## config.mk

```make
export PLATFORM = sky130hd
export DESIGN_NAME = usbf_wb_mst
export DESIGN_NICKNAME = d
export VERILOG_FILES = /design/src/rtl/usbf_wb_mst.sv
export SDC_FILE = /design/constraint.sdc
export NUM_CORES = 1
export LEC_CHECK = 0
export ABC_CLOCK_PERIOD_IN_PS = 3800
export CAP_MARGIN = 40
export CORE_MARGIN = 5
export CORE_UTILIZATION = 38
export DETAILED_ROUTE_END_ITERATION = 16
export HOLD_SLACK_MARGIN = 0.08
export PLACE_DENSITY_LB_ADDON = 0.15
export SETUP_SLACK_MARGIN = 0.1
export SYNTH_ARGS = -nofsm -noshare
export SYNTH_HDL_FRONTEND = slang
export SYNTH_SLANG_ARGS = --single-unit
```

## constraint.sdc

```tcl
create_clock -name wb_clk -period 3.8 [get_ports wb_clk]
set_input_delay 0.95 -clock wb_clk [delete_from_list [all_inputs] [get_ports wb_clk]]
set_output_delay 0.95 -clock wb_clk [all_outputs]
set_load 0.005 [all_outputs]
```

## src/rtl/usbf_wb_mst.sv

```systemverilog
// WISHBONE initiator for the USB function core: turns a command/response request into
// single-beat STB/CYC pulses, each followed by an idle gap, with per-beat ACK timeout.
module usbf_wb_mst #(
    parameter int unsigned AW      = 18,
    parameter int unsigned TO_CYC  = 64,
    parameter int unsigned GAP_CYC = 4
) (
    input  logic          wb_clk,
    input  logic          rst,
    input  logic          cmd_valid,
    output logic          cmd_ready,
    input  logic          cmd_we,
    input  logic [AW-1:0] cmd_adr,
    input  logic [3:0]    cmd_len,
    input  logic [31:0]   wdata,
    output logic          wdata_ack,
    output logic          rsp_valid,
    output logic [31:0]   rsp_data,
    output logic          rsp_last,
    output logic          rsp_err,
    output logic          busy,
    output logic [AW-1:0] wb_addr_o,
    output logic [31:0]   wb_data_o,
    input  logic [31:0]   wb_data_i,
    output logic          wb_we_o,
    output logic          wb_stb_o,
    output logic          wb_cyc_o,
    input  logic          wb_ack_i
);

    localparam int unsigned TO_W  = $clog2(TO_CYC);
    localparam int unsigned GAP_W = $clog2(GAP_CYC + 1);

    typedef enum logic [1:0] {S_IDLE, S_REQ, S_GAP} state_t;

    state_t            r_state;
    state_t            w_state_nxt;
    logic              w_start;
    logic              w_next;
    logic              w_ack;
    logic              w_to;
    logic              w_gap_end;
    logic              w_beat_we;
    logic [AW-1:0]     w_adr_aligned;

    logic              r_cmd_ready;
    logic              r_busy;
    logic              r_we;
    logic [3:0]        r_beats;
    logic [AW-1:0]     r_addr;
    logic [31:0]       r_wdata;
    logic              r_wdata_ack;
    logic              r_stb;
    logic [TO_W-1:0]   r_to_cnt;
    logic [GAP_W-1:0]  r_gap_cnt;
    logic              r_rsp_valid;
    logic [31:0]       r_rsp_data;
    logic              r_rsp_last;
    logic              r_rsp_err;

    assign w_adr_aligned = cmd_adr & ~AW'(3);
    assign w_beat_we     = w_start ? cmd_we : r_we;

    always_ff @(posedge wb_clk or posedge rst) begin
        if (rst) r_state <= S_IDLE;
        else     r_state <= w_state_nxt;
    end

    // Next state plus one-cycle event strobes for the datapath.
    always_comb begin
        w_state_nxt = r_state;
        w_start     = 1'b0;
        w_next      = 1'b0;
        w_ack       = 1'b0;
        w_to        = 1'b0;
        w_gap_end   = 1'b0;
        case (r_state)
            S_IDLE: begin
                if (cmd_valid && r_cmd_ready) begin
                    w_start     = 1'b1;
                    w_state_nxt = S_REQ;
                end
            end
            S_REQ: begin
                // ACK wins over a timeout firing in the same cycle.
                if (wb_ack_i) begin
                    w_ack       = 1'b1;
                    w_state_nxt = S_GAP;
                end else if (r_to_cnt == TO_W'(TO_CYC - 1)) begin
                    w_to        = 1'b1;
                    w_state_nxt = S_GAP;
                end
            end
            S_GAP: begin
                if (r_gap_cnt == GAP_W'(GAP_CYC - 1)) begin
                    w_gap_end = 1'b1;
                    if (r_beats != 4'd0) begin
                        w_next      = 1'b1;
                        w_state_nxt = S_REQ;
                    end else begin
                        w_state_nxt = S_IDLE;
                    end
                end
            end
            default: w_state_nxt = S_IDLE;
        endcase
    end

    always_ff @(posedge wb_clk or posedge rst) begin
        if (rst) begin
            r_cmd_ready <= 1'b1;
            r_busy      <= 1'b0;
            r_we        <= 1'b0;
            r_beats     <= '0;
            r_addr      <= '0;
            r_wdata     <= '0;
            r_wdata_ack <= 1'b0;
            r_stb       <= 1'b0;
            r_to_cnt    <= '0;
            r_gap_cnt   <= '0;
            r_rsp_valid <= 1'b0;
            r_rsp_data  <= '0;
            r_rsp_last  <= 1'b0;
            r_rsp_err   <= 1'b0;
        end else begin
            r_cmd_ready <= (w_state_nxt == S_IDLE);
            r_busy      <= (w_state_nxt != S_IDLE);
            r_wdata_ack <= 1'b0;
            r_rsp_valid <= 1'b0;
            r_rsp_data  <= '0;
            r_rsp_last  <= 1'b0;
            r_rsp_err   <= 1'b0;

            if (w_start) begin
                r_we    <= cmd_we;
                r_beats <= cmd_len;
                r_addr  <= w_adr_aligned;
            end
            if (w_next) begin
                r_beats <= r_beats - 4'd1;
                r_addr  <= r_addr + AW'(4);
            end
            // Beat start: raise STB, restart timeout, take one write word.
            if (w_start || w_next) begin
                r_stb    <= 1'b1;
                r_to_cnt <= '0;
                if (w_beat_we) begin
                    r_wdata     <= wdata;
                    r_wdata_ack <= 1'b1;
                end
            end

            if (r_state == S_REQ && !w_ack && !w_to)
                r_to_cnt <= r_to_cnt + TO_W'(1);

            if (w_ack) begin
                r_stb     <= 1'b0;
                r_gap_cnt <= '0;
                if (!r_we) begin
                    r_rsp_valid <= 1'b1;
                    r_rsp_data  <= wb_data_i;
                    r_rsp_last  <= (r_beats == 4'd0);
                end else if (r_beats == 4'd0) begin
                    r_rsp_valid <= 1'b1;
                    r_rsp_last  <= 1'b1;
                end
            end

            // Timeout aborts the command: remaining beats are dropped.
            if (w_to) begin
                r_stb       <= 1'b0;
                r_gap_cnt   <= '0;
                r_beats     <= '0;
                r_rsp_valid <= 1'b1;
                r_rsp_last  <= 1'b1;
                r_rsp_err   <= 1'b1;
            end

            if (r_state == S_GAP && !w_gap_end)
                r_gap_cnt <= r_gap_cnt + GAP_W'(1);
        end
    end

    assign cmd_ready = r_cmd_ready;
    assign busy      = r_busy;
    assign wdata_ack = r_wdata_ack;
    assign rsp_valid = r_rsp_valid;
    assign rsp_data  = r_rsp_data;
    assign rsp_last  = r_rsp_last;
    assign rsp_err   = r_rsp_err;
    assign wb_addr_o = r_addr;
    assign wb_data_o = r_wdata;
    assign wb_we_o   = r_we;
    assign wb_stb_o  = r_stb;
    assign wb_cyc_o  = r_stb;

endmodule

```

**Word level (Yosys, flattened, before mapping)**

Index checks and enable logic that the tools add are counted.
W data, S select, Z words.

- Bitwise operators: 0
- Multipliers: 0
- Divide/modulo/power cells: 0
- Shifts and indexed selects: 0
- Reduce and logical (&&, ||, !) cells: 19
- Magnitude comparators: 0
- $add $sub $neg: 4
- Multiplexer cells: 44
- Equal/unequal tests: 4

Operators with widths:

| kind | count |
|---|---|
| $mux W32 | 2 |
| $mux W18 | 2 |
| $mux W1 | 27 |
| $add A18 B3 Y18 const B | 1 |
| $mux W4 | 3 |
| $mux W6 | 2 |
| $mux W3 | 3 |
| $reduce_bool A3 Y1 | 3 |
| $mux W2 | 4 |
| $add A6 B1 Y6 const B | 1 |
| $eq A6 B6 Y1 const B | 1 |
| $pmux W2 S3 | 1 |
| $reduce_bool A2 Y1 | 3 |
| $logic_and A1 B1 Y1 | 4 |
| $logic_not A2 Y1 | 2 |
| $logic_not A4 Y1 | 1 |
| $reduce_bool A4 Y1 | 1 |
| $sub A4 B1 Y4 const B | 1 |
| $add A3 B1 Y3 const B | 1 |
| $eq A3 B2 Y1 const B | 1 |
| $logic_not A1 Y1 | 3 |
| $eq A2 B1 Y1 const B | 1 |
| $eq A2 B2 Y1 const B | 1 |
| $reduce_and A2 Y1 | 1 |
| $logic_or A1 B1 Y1 | 1 |

- Word-level logic and storage cells: 86
- Bits in read-only memories: 0
- Output and inout port bits: 91
- Memories: 0
- Bits in latches: 0
- Memory bits (writable): 0
- Register bits after elaboration: 105
- Bits of input ports: 91

**Longest topological paths before layout**

Gate-level depths: netlist of the first run.

- Word-level depth: 8
- Mapped depth: 7
- Mapped depth without buffers: 7

**Least setup slack after synthesis of the first run**

OpenSTA, ideal clock, no wires.

- Kind: in2reg
- From: in wb_ack_i
- To: reg r_to_cnt[0]
- Buffers on the path: 0
- Path slack: 1626 ps
- Required time: 3675 ps
- Setup time: 125 ps
- Cell stages on the path: 4
- Arrival: 2049 ps
- Cells stage by stage: nor3b_1 > a21boi_2 > nor2_1 > mux2_2

- Longest elaborated chain between the ends: 6
- Elaborated cells on any way between the ends: 10
- Classes of those cells: mux (5); reduce/logical (5)

RTL lines:

| element | line | text |
|---|---|---|
| from (decl) | 28 | `input logic wb_ack_i` |
| $mux W1 | 86 | `if (wb_ack_i) begin` |
| $mux W1 | 77 | `case (r_state)` |
| $logic_not A1 Y1 | 153 | `if (r_state == S_REQ && !w_ack && !w_to)` |
| $logic_and A1 B1 Y1 | 153 |  |
| $logic_and A1 B1 Y1 * | 153 |  |
| $mux W6 / $reduce_bool A2 Y1 (equally long branches) | - |  |
| to (signal assigned) | 154 | `r_to_cnt <= r_to_cnt + TO_W'(1);` |
| to (decl) | 54 | `logic [TO_W-1:0] r_to_cnt;` |

Every way passes the cells marked *; elsewhere a longest branch is shown, timed or not.
A chain may end at the register's enable or synchronous reset.

**Worst setup path in the final report of the first run**

Same ends and word-level chain as after synthesis.

==> results.sh, run 1 <==
export IMPL_layout_setup_ws_ps=1260
export IMPL_ys_seq_area_share_pct=60.7
export IMPL_ir_worst_vdd_uv=378
export IMPL_ant_nets=0
export IMPL_synthCells=342
export IMPL_r2r_end="wb_data_o[24]"
export IMPL_crit_path_end_kind="flip-flop"
export IMPL_final_cell_mix="clkdlybuf4s50_1 (177), dfrtp_1 (102), mux2_2 (35), and2_1 (33), nand2_1 (29)"
export IMPL_cts_buffers=9
export IMPL_clkTransAtPathRegs_ps=90
export IMPL_htreeDepth=3
export IMPL_clock_skew_ps=16.0
export IMPL_cp_start_kind="primary input"
export IMPL_fin_setup_tns_ps=0
export IMPL_core_um2=10900
export IMPL_post_cts_buffers=0
export IMPL_dieHeight_um=116
export IMPL_cts_buffer_depth=2
export IMPL_syn_to_final_growth_pct=51.1
export IMPL_min_path_type="reg -> reg"
export IMPL_ys_types=54
export IMPL_ios=182
export IMPL_die_x_um=116
export IMPL_critPathRequiredTime_ps=4070
export IMPL_wl_um=11100
export IMPL_initial_core_util_pct=39.0
export IMPL_grt_total_usage_pct=16.9
export IMPL_yosys_most_used_dff="dfrtp_1"
export IMPL_max_freq_mhz=393
export IMPL_firstDrtPassIters=4
export IMPL_nets=620
export IMPL_fin_crit_sh_pct=66.9
export IMPL_finalHoldWorstSlack_ps=492
export IMPL_syn_area_um2=4250
export IMPL_synth_edf_count=0
export IMPL_rr_startpoint="r_gap_cnt[0]"
export IMPL_viasPerCell=4.99
export IMPL_async_flop_share_pct=100
export IMPL_dpl_worst_slack_ps=902
export IMPL_diodes=0
export IMPL_ys_warn_count=0
export IMPL_avgSynthCellArea_um2=12.4
export IMPL_cts_root_buf="clkbuf_8"
export IMPL_die_area_um2=13400
export IMPL_post_cts_resized=0
export IMPL_setup_viol_count_final=0
export IMPL_worstSetupPathType="in -> reg"
export IMPL_grt_pass1_wl_um=17300
export IMPL_max_cap_viol_count=0
export IMPL_tightest_slew_ps=761
export IMPL_cts_tree="yes"
export IMPL_final_cells=667
export IMPL_power_leakage_nw=2.76
export IMPL_drt_iter0_drc=206
export IMPL_dp_cells=652
export IMPL_final_common_cell="clkdlybuf4s50_1"
export IMPL_rsz0062_at_grt="no"
export IMPL_status="completed"
export IMPL_rrSetupSlack_ps=1280
export IMPL_hold_viol=0
export IMPL_grt_pass1_vias=3392
export IMPL_fin_crit_ps=2540
export IMPL_ys_ff_latch=103
export IMPL_gp_congestion=0.759
export IMPL_antenna_found_initial=0
export IMPL_grt_ovfl_total=0
export IMPL_worstPathArrival_ps=2820
export IMPL_grt_max_degree=58
export IMPL_route_vias_total=3328
export IMPL_reg2reg_depth=7
export IMPL_wl_per_cell_um=16.6
export IMPL_io_buffers=177
export IMPL_slew_violations=0
export IMPL_crit_path_start="wb_ack_i"
export IMPL_crit_end="r_to_cnt[0]"
export IMPL_fp_row_count=38
export IMPL_drive_gt1_share_pct=12.9
export IMPL_power_density_nw_per_um2=642
export IMPL_slew_headroom_pct=49.1
export IMPL_ctsHoldBuffers=0
export IMPL_drc_errors=0
export IMPL_clk_latency_ps=380
export IMPL_cts_sinks=103
export IMPL_dp_hpwl_um=8280
export IMPL_worstPathMaxFanout=8
## flip-flops by register name, summed over array words and instances, names as in the netlist
register   flops
wb_cyc_o       1
wdata_ack      1
rsp_valid      1
busy           1
cmd_ready      1
r_gap_cnt      3
rsp_err        1
rsp_data      32
wb_addr_o     16
r_beats        4
wb_we_o        1
rsp_last       1
r_state        2
r_to_cnt       6
wb_data_o     32
## per-stage QoR
step,power [mW],instance area [um2],util (%)
after detailed placement,3.41,6200,57.0
after global routing,4.41,6420,59.0
after floorplan,2.44,4250,-
after global placement,3.35,6200,57.0
final,4.13,6420,59.0
after CTS,4.19,6420,59.0
## cell type report
class	instances	area, um2
Fill cell	941	4470
Clock buffer	10	138
Inverter	12	47.5
Timing Repair Buffer	182	1820
Sequential cell	103	2580
Multi-Input combinational cell	215	1580
Clock inverter	5	81.3
Tap cell	140	175
## cells in the mapped netlist (all sizes together), types with 4 or more instances
cell | count | area share (%)
a21oi | 5 | 0.59
a221o | 4 | 0.97
a31oi | 4 | 0.59
and2 | 33 | 4.9
buf | 8 | 1.2
clkbuf | 5 | 0.44
dfrtp | 102 | 60
ha | 6 | 1.8
inv | 12 | 1.1
mux2 | 35 | 9.3
nand2 | 29 | 2.6
nand3 | 16 | 1.9
nor2 | 10 | 0.88
o211ai | 5 | 0.88
o21ai | 5 | 0.68
o311ai | 4 | 0.82
or4 | 5 | 0.97
## cell families after synthesis
group | after synthesis | share of synthesized area (%)
multiplexers | 38 | 9.98
XOR/XNOR | 1 | 0.206
AND/OR/NAND/NOR | 120 | 15.9
buffers and inverters | 25 | 2.68
AO/OA/AOI/OAI | 48 | 8.71
other | 1 | 0.0882
adder cells (fa/ha/maj) | 6 | 1.77
flip-flops | 103 | 60.7
## per-layer routing
metal	vias to the layer above	GRT usage, %	wire [um]
met5	-	0	0
met4	0	5.57	163
met3	16	7.73	1110
met2	133	26.9	5550
met1	1597	20.4	4260
li1	1582	-	-
## where the power goes
group / internal (mW) / switching [mW] / total (mW) / leakage (nW)
Clock: 0.386 / 0.374 / 0.761 / 0.109
Combinational: 1.02 / 0.613 / 1.63 / 1.34
Sequential: 1.47 / 0.268 / 1.73 / 1.31
Total: 2.87 / 1.25 / 4.13 / 2.76
## how the worst min path moves through the flow
stage,cells past startpoint,startpoint,slack [ps],to
CTS,1,r_gap_cnt[0],490,r_gap_cnt[0]
floorplan,1,r_gap_cnt[0],460,r_gap_cnt[0]
detailed placement,1,r_gap_cnt[0],480,r_gap_cnt[0]
global placement,1,r_gap_cnt[0],470,r_gap_cnt[0]
finish,1,r_gap_cnt[0],490,r_gap_cnt[0]
global route,1,r_gap_cnt[0],520,r_gap_cnt[0]
## critical path, cell delays in order
cell	delay, ps
clkdlybuf4s50_1	480
nor3b_1	500
a21boi_2	420
nor2_1	150
mux2_2	310
Power figures use the tool's default switching activity.
==> run 2: changes to the inputs <==
--- a/config.mk
+++ b/config.mk
@@ -5,10 +5,10 @@
 export SDC_FILE = /design/constraint.sdc
 export NUM_CORES = 1
 export LEC_CHECK = 0
-export ABC_CLOCK_PERIOD_IN_PS = 3800
+export ABC_CLOCK_PERIOD_IN_PS = 2450
 export CAP_MARGIN = 40
 export CORE_MARGIN = 5
-export CORE_UTILIZATION = 38
+export CORE_UTILIZATION = 40
 export DETAILED_ROUTE_END_ITERATION = 16
 export HOLD_SLACK_MARGIN = 0.08
 export PLACE_DENSITY_LB_ADDON = 0.15
==> constraint.sdc (replaced) <==
create_clock -name wb_clk -period 2.45 [get_ports wb_clk]
set_input_delay 0.6125 -clock wb_clk [delete_from_list [all_inputs] [get_ports wb_clk]]
set_output_delay 0.6125 -clock wb_clk [all_outputs]
set_load 0.005 [all_outputs]
==> run 2 against run 1 <==
  * Sequential share of layout area is 0.37 points lower
  * Critical path depth increased by 1
  * Flip-flop and latch count stayed put
  * Register-to-register slack got worse by 1000 ps
  * Global-route usage rose by 0.48 points
  * Power increased by 55%
  * Sequential power grew 56%
  * Core utilization rose by 3.8 points
  * Critical endpoint is now wb_addr_o[11]
==> results.sh, run 2 (synthesized netlist as in run 1, its figures left out) <==
export IMPL_layout_setup_ws_ps=280
export IMPL_viasPerCell=4.97
export IMPL_fin_setup_tns_ps=0
export IMPL_final_common_cell="clkdlybuf4s50_1"
export IMPL_final_util_pct=62.8
export IMPL_htreeDepth=3
export IMPL_critical_path_buf_inv_count=1
export IMPL_io_buffers=177
export IMPL_max_freq_mhz=461
export IMPL_cts_root_buf="clkbuf_8"
export IMPL_crit_path_start="r_beats[0]"
export IMPL_slew_violations=0
export IMPL_slowest_stage="a21oi_1"
export IMPL_fp_row_count=37
export IMPL_diodes=0
export IMPL_tightest_slew_ps=638
export IMPL_clk_latency_ps=350
export IMPL_worstPathArrival_ps=2410
export IMPL_grt_pass1_wl_um=17700
export IMPL_die_x_um=113
export IMPL_wl_um=11000
export IMPL_worstSetupPathType="reg -> reg"
export IMPL_dieHeight_um=113
export IMPL_cp_start_kind="flip-flop"
export IMPL_clkTransAtPathRegs_ps=100
export IMPL_route_vias_total=3337
export IMPL_crit_path_max_incr_delay_ps=530
export IMPL_worstPathMaxFanout=7
export IMPL_fillers=828
export IMPL_critPathTopFamily="compound AO/OA/AOI/OAI gates"
export IMPL_grt_ovfl_total=0
export IMPL_syn_to_final_growth_pct=52.5
export IMPL_power_density_nw_per_um2=988
export IMPL_final_cell_mix="clkdlybuf4s50_1 (177), dfrtp_1 (102), mux2_2 (35), and2_1 (33), nand2_1 (29)"
export IMPL_crit_path_end_kind="flip-flop"
export IMPL_fin_crit_ps=2170
export IMPL_clock_skew_ps=15.7
export IMPL_hold_viol=0
export IMPL_cts_buffers=9
export IMPL_cts_tree="yes"
export IMPL_drt_iter0_drc=161
export IMPL_max_cap_viol_count=0
export IMPL_wl_per_cell_um=16.3
export IMPL_status="completed"
export IMPL_rsz0062_at_grt="no"
export IMPL_cts_buffer_depth=2
export IMPL_dpl_worst_slack_ps=81.4
export IMPL_fin_crit_sh_pct=88.6
export IMPL_post_cts_resized=0
export IMPL_power_leakage_nw=2.80
export IMPL_grt_total_usage_pct=17.3
export IMPL_min_path_type="reg -> reg"
export IMPL_ir_worst_vdd_uv=422
export IMPL_setup_viol_count_final=0
export IMPL_dp_hpwl_um=8250
export IMPL_antenna_found_initial=0
export IMPL_ios=182
export IMPL_post_cts_buffers=0
export IMPL_rrSetupSlack_ps=280
export IMPL_core_um2=10300
export IMPL_die_area_um2=12800
export IMPL_initial_core_util_pct=41.2
export IMPL_critPathRequiredTime_ps=2680
export IMPL_slew_headroom_pct=57.5
export IMPL_ant_nets=0
export IMPL_drc_errors=0
export IMPL_grt_max_degree=104
export IMPL_path_cells="inv_1 -> ha_1 -> or3b_2 -> a21oi_1 -> a21oi_1 -> o221a_2"
export IMPL_firstDrtPassIters=4
export IMPL_min_from="r_gap_cnt[0]"
export IMPL_cts_sinks=103
export IMPL_gp_congestion=0.832
export IMPL_ctsHoldBuffers=0
export IMPL_cp_common_cell="a21oi_1"
export IMPL_grt_pass1_vias=3535
export IMPL_drive_gt1_share_pct=14.0
export IMPL_rr_startpoint="r_beats[0]"
export IMPL_nets=628
==> run 2: cell count changes in the layout (fill, tap and decap cells not counted) <==
cell	previous run	this run
buf_12	1	2
buf_4	4	11
clkbuf_1	0	1
clkbuf_8	10	9
clkinvlp_4	1	2
inv_4	1	0
nor4bb_2	1	0
nor4bb_4	0	1
o21ai_2	0	1
o21ai_4	1	0
==> run 2: worst register-to-register path: cells and delay by family (launching register included) <==
| kind | cells | cell delay (ps) |
|---|---|---|
| AOI/OAI and AO/OA | 3 | 890 |
| and+or+nand+nor | 1 | 490 |
| DFF | 1 | 410 |
| adders and majority gates | 1 | 170 |
| buffers and inverters | 1 | 100 |
==> run 2: power breakdown <==
part | leakage [nW] | total [mW] | internal [mW] | switching [mW]
combinational | 1.38 | 2.56 | 1.62 | 0.939
clock | 0.103 | 1.14 | 0.573 | 0.570
sequential | 1.31 | 2.70 | 2.28 | 0.424
total | 2.80 | 6.40 | 4.47 | 1.93
==> run 2: metal layers <==
layer	track usage, %	up-vias	wire length, um
li1	-	1595	-
met3	6.15	17	981
met4	5.85	0	210
met2	29.2	121	5470
met1	20.6	1604	4290
met5	0	-	0
==> run 2: worst paths after layout <==
path	endpoint	depth (start not counted)
max	wb_addr_o[11]	6
min	r_gap_cnt[0]	1
max reg2reg	wb_addr_o[11]	6
min reg2reg	r_gap_cnt[0]	1
max in group asynchronous	rsp_data[19]	3
min in group asynchronous	wb_addr_o[9]	3
==> run 2: through the flow <==
stage | instance area, um2 | instances | total power, mW | hold slack [ps]
after floorplan | 4260 | 343 | 3.79 | 457
after global placement | 6270 | 656 | 5.24 | 468
after detailed placement | 6270 | 656 | 5.34 | 492
after CTS | 6480 | 671 | 6.50 | 505
after global routing | 6480 | 671 | 6.84 | 525
final | 6480 | 671 | 6.40 | 500
==> run 2: cell type report <==
| cell class | count | area (um2) | area share, % |
|---|---|---|---|
| repair buffers | 190 | 1890 | 29.2 |
| clock inverters | 5 | 81.3 | 1.25 |
| multi-input cells | 215 | 1580 | 24.4 |
| well taps | 136 | 170 | 2.62 |
| clock buffers | 10 | 128 | 1.97 |
| flip-flops and latches | 103 | 2580 | 39.8 |
| inverters | 12 | 48.8 | 0.753 |
==> run 3: changes to the inputs <==
--- a/config.mk
+++ b/config.mk
@@ -9,6 +9,7 @@
 export CAP_MARGIN = 40
 export CORE_MARGIN = 5
 export CORE_UTILIZATION = 40
+export CTS_BUF_LIST = sky130_fd_sc_hd__clkbuf_4 sky130_fd_sc_hd__clkbuf_8 sky130_fd_sc_hd__clkbuf_16
 export DETAILED_ROUTE_END_ITERATION = 16
 export HOLD_SLACK_MARGIN = 0.08
 export PLACE_DENSITY_LB_ADDON = 0.15
==> run 3 against run 2 <==
  * Critical path depth unchanged
  * Clock power about the same
  * Die area is the same
  * Count of clock-buffer cells in the layout stayed put
  * Power grew 0.19%
==> results.sh, run 3 (synthesized netlist as in run 1, its figures left out) <==
export IMPL_ant_nets=0
export IMPL_fin_area_um2=6490
export IMPL_fin_crit_ps=2170
export IMPL_setup_viol_count_final=0
export IMPL_grt_ovfl_total=0
export IMPL_ios=182
export IMPL_layout_setup_ws_ps=276
export IMPL_power_density_nw_per_um2=989
export IMPL_post_cts_resized=0
export IMPL_tightest_slew_ps=638
export IMPL_worstSetupPathType="reg -> reg"
export IMPL_critPathRequiredTime_ps=2680
export IMPL_htreeDepth=3
export IMPL_min_path_type="reg -> reg"
export IMPL_grt_util_met3_pct=6.15
export IMPL_slew_headroom_pct=57.5
export IMPL_fillers=827
export IMPL_clk_latency_ps=350
export IMPL_dieHeight_um=113
export IMPL_max_cap_viol_count=0
export IMPL_die_x_um=113
export IMPL_grt_pass1_wl_um=17700
export IMPL_die_area_um2=12800
export IMPL_route_vias_total=3337
export IMPL_grt_total_usage_pct=17.3
export IMPL_cts_sinks=103
export IMPL_final_cells=671
export IMPL_wl_um=10900
export IMPL_max_freq_mhz=460
export IMPL_initial_core_util_pct=41.2
export IMPL_hold_path_cell_count=1
export IMPL_firstDrtPassIters=4
export IMPL_wl_per_cell_um=16.3
export IMPL_io_buffers=177
export IMPL_fin_setup_tns_ps=0
export IMPL_rsz0062_at_grt="no"
export IMPL_viasPerCell=4.97
export IMPL_status="completed"
export IMPL_worstPathMaxFanout=7
export IMPL_clkTransAtPathRegs_ps=100
export IMPL_final_cell_mix="clkdlybuf4s50_1 (177), dfrtp_1 (102), mux2_2 (35), and2_1 (33), nand2_1 (29)"
export IMPL_crit_path_end_kind="flip-flop"
export IMPL_syn_to_final_growth_pct=52.6
export IMPL_ir_worst_vdd_uv=422
export IMPL_met2_usage_pct=29.2
export IMPL_dp_hpwl_um=8250
export IMPL_clock_skew_ps=15.5
export IMPL_cts_tree="yes"
export IMPL_grt_pass1_vias=3535
export IMPL_grt_max_degree=104
export IMPL_cts_buffers=9
export IMPL_grt_busiest_layer="met2"
export IMPL_finalHoldWorstSlack_ps=500
export IMPL_final_common_cell="clkdlybuf4s50_1"
export IMPL_fin_crit_sh_pct=88.7
export IMPL_cts_root_buf="clkbuf_8"
export IMPL_final_util_pct=62.8
export IMPL_use_met1_pct=20.7
export IMPL_cp_start_kind="flip-flop"
export IMPL_core_um2=10300
export IMPL_gp_congestion=0.832
export IMPL_reg2reg_depth=6
export IMPL_placed_area_um2=6270
export IMPL_hold_viol=0
export IMPL_drt_iter0_drc=160
export IMPL_power_mw=6.42
export IMPL_slew_violations=0
export IMPL_nets=628
export IMPL_ctsHoldBuffers=0
export IMPL_power_leakage_nw=2.80
export IMPL_diodes=0
export IMPL_antenna_found_initial=0
export IMPL_drc_errors=0
export IMPL_post_cts_buffers=0
export IMPL_drive_gt1_share_pct=14.2
export IMPL_fp_row_count=37
export IMPL_dp_cells=656
export IMPL_worstPathArrival_ps=2410
export IMPL_dpl_worst_slack_ps=81.4
export IMPL_cts_buffer_depth=2
-- run 3: changes by cell type in the layout (fill, tap and decap cells not counted) --
cell / delta
clkbuf_1: -1
clkbuf_4: +1
-- run 3: area by class of cell --
| cell class | instances | area (um2) | share of cell area [%] |
|---|---|---|---|
| sequential | 103 | 2580 | 39.8 |
| multi-input combinational | 215 | 1580 | 24.4 |
| tap | 136 | 170 | 2.62 |
| inverter | 12 | 48.8 | 0.752 |
| clock inverter | 5 | 81.3 | 1.25 |
| clock buffer | 10 | 131 | 2.03 |
| timing repair buffer | 190 | 1890 | 29.2 |
-- run 3: worst max-delay path: stages (launching register included) --
cell and delay (ps):
dfrtp_1 420, inv_1 100, ha_1 170, or3b_2 490, a21oi_1 530, a21oi_1 80, o221a_2 270
-- run 3: per-layer routing --
metal,up-vias,wire (um),part of all wire [%]
met4,0,206,1.9
met1,1606,4310,39
met5,-,0,0
met3,17,976,8.9
met2,119,5460,50
li1,1595,-,-
-- run 3: worst paths after layout --
path                         startpoint            end  slack (ps)
max in group asynchronous           rst   rsp_data[19]        1280
min in group asynchronous           rst   wb_addr_o[9]         760
setup reg to reg             r_beats[0]  wb_addr_o[11]         280
setup / recovery             r_beats[0]  wb_addr_o[11]         280
hold reg to reg            r_gap_cnt[0]   r_gap_cnt[0]         500
hold / removal             r_gap_cnt[0]   r_gap_cnt[0]         500
-- run 3: power breakdown --
part / internal [mW] / switching, mW
registers: 2.28 / 0.424
clock network: 0.584 / 0.572
logic: 1.62 / 0.938
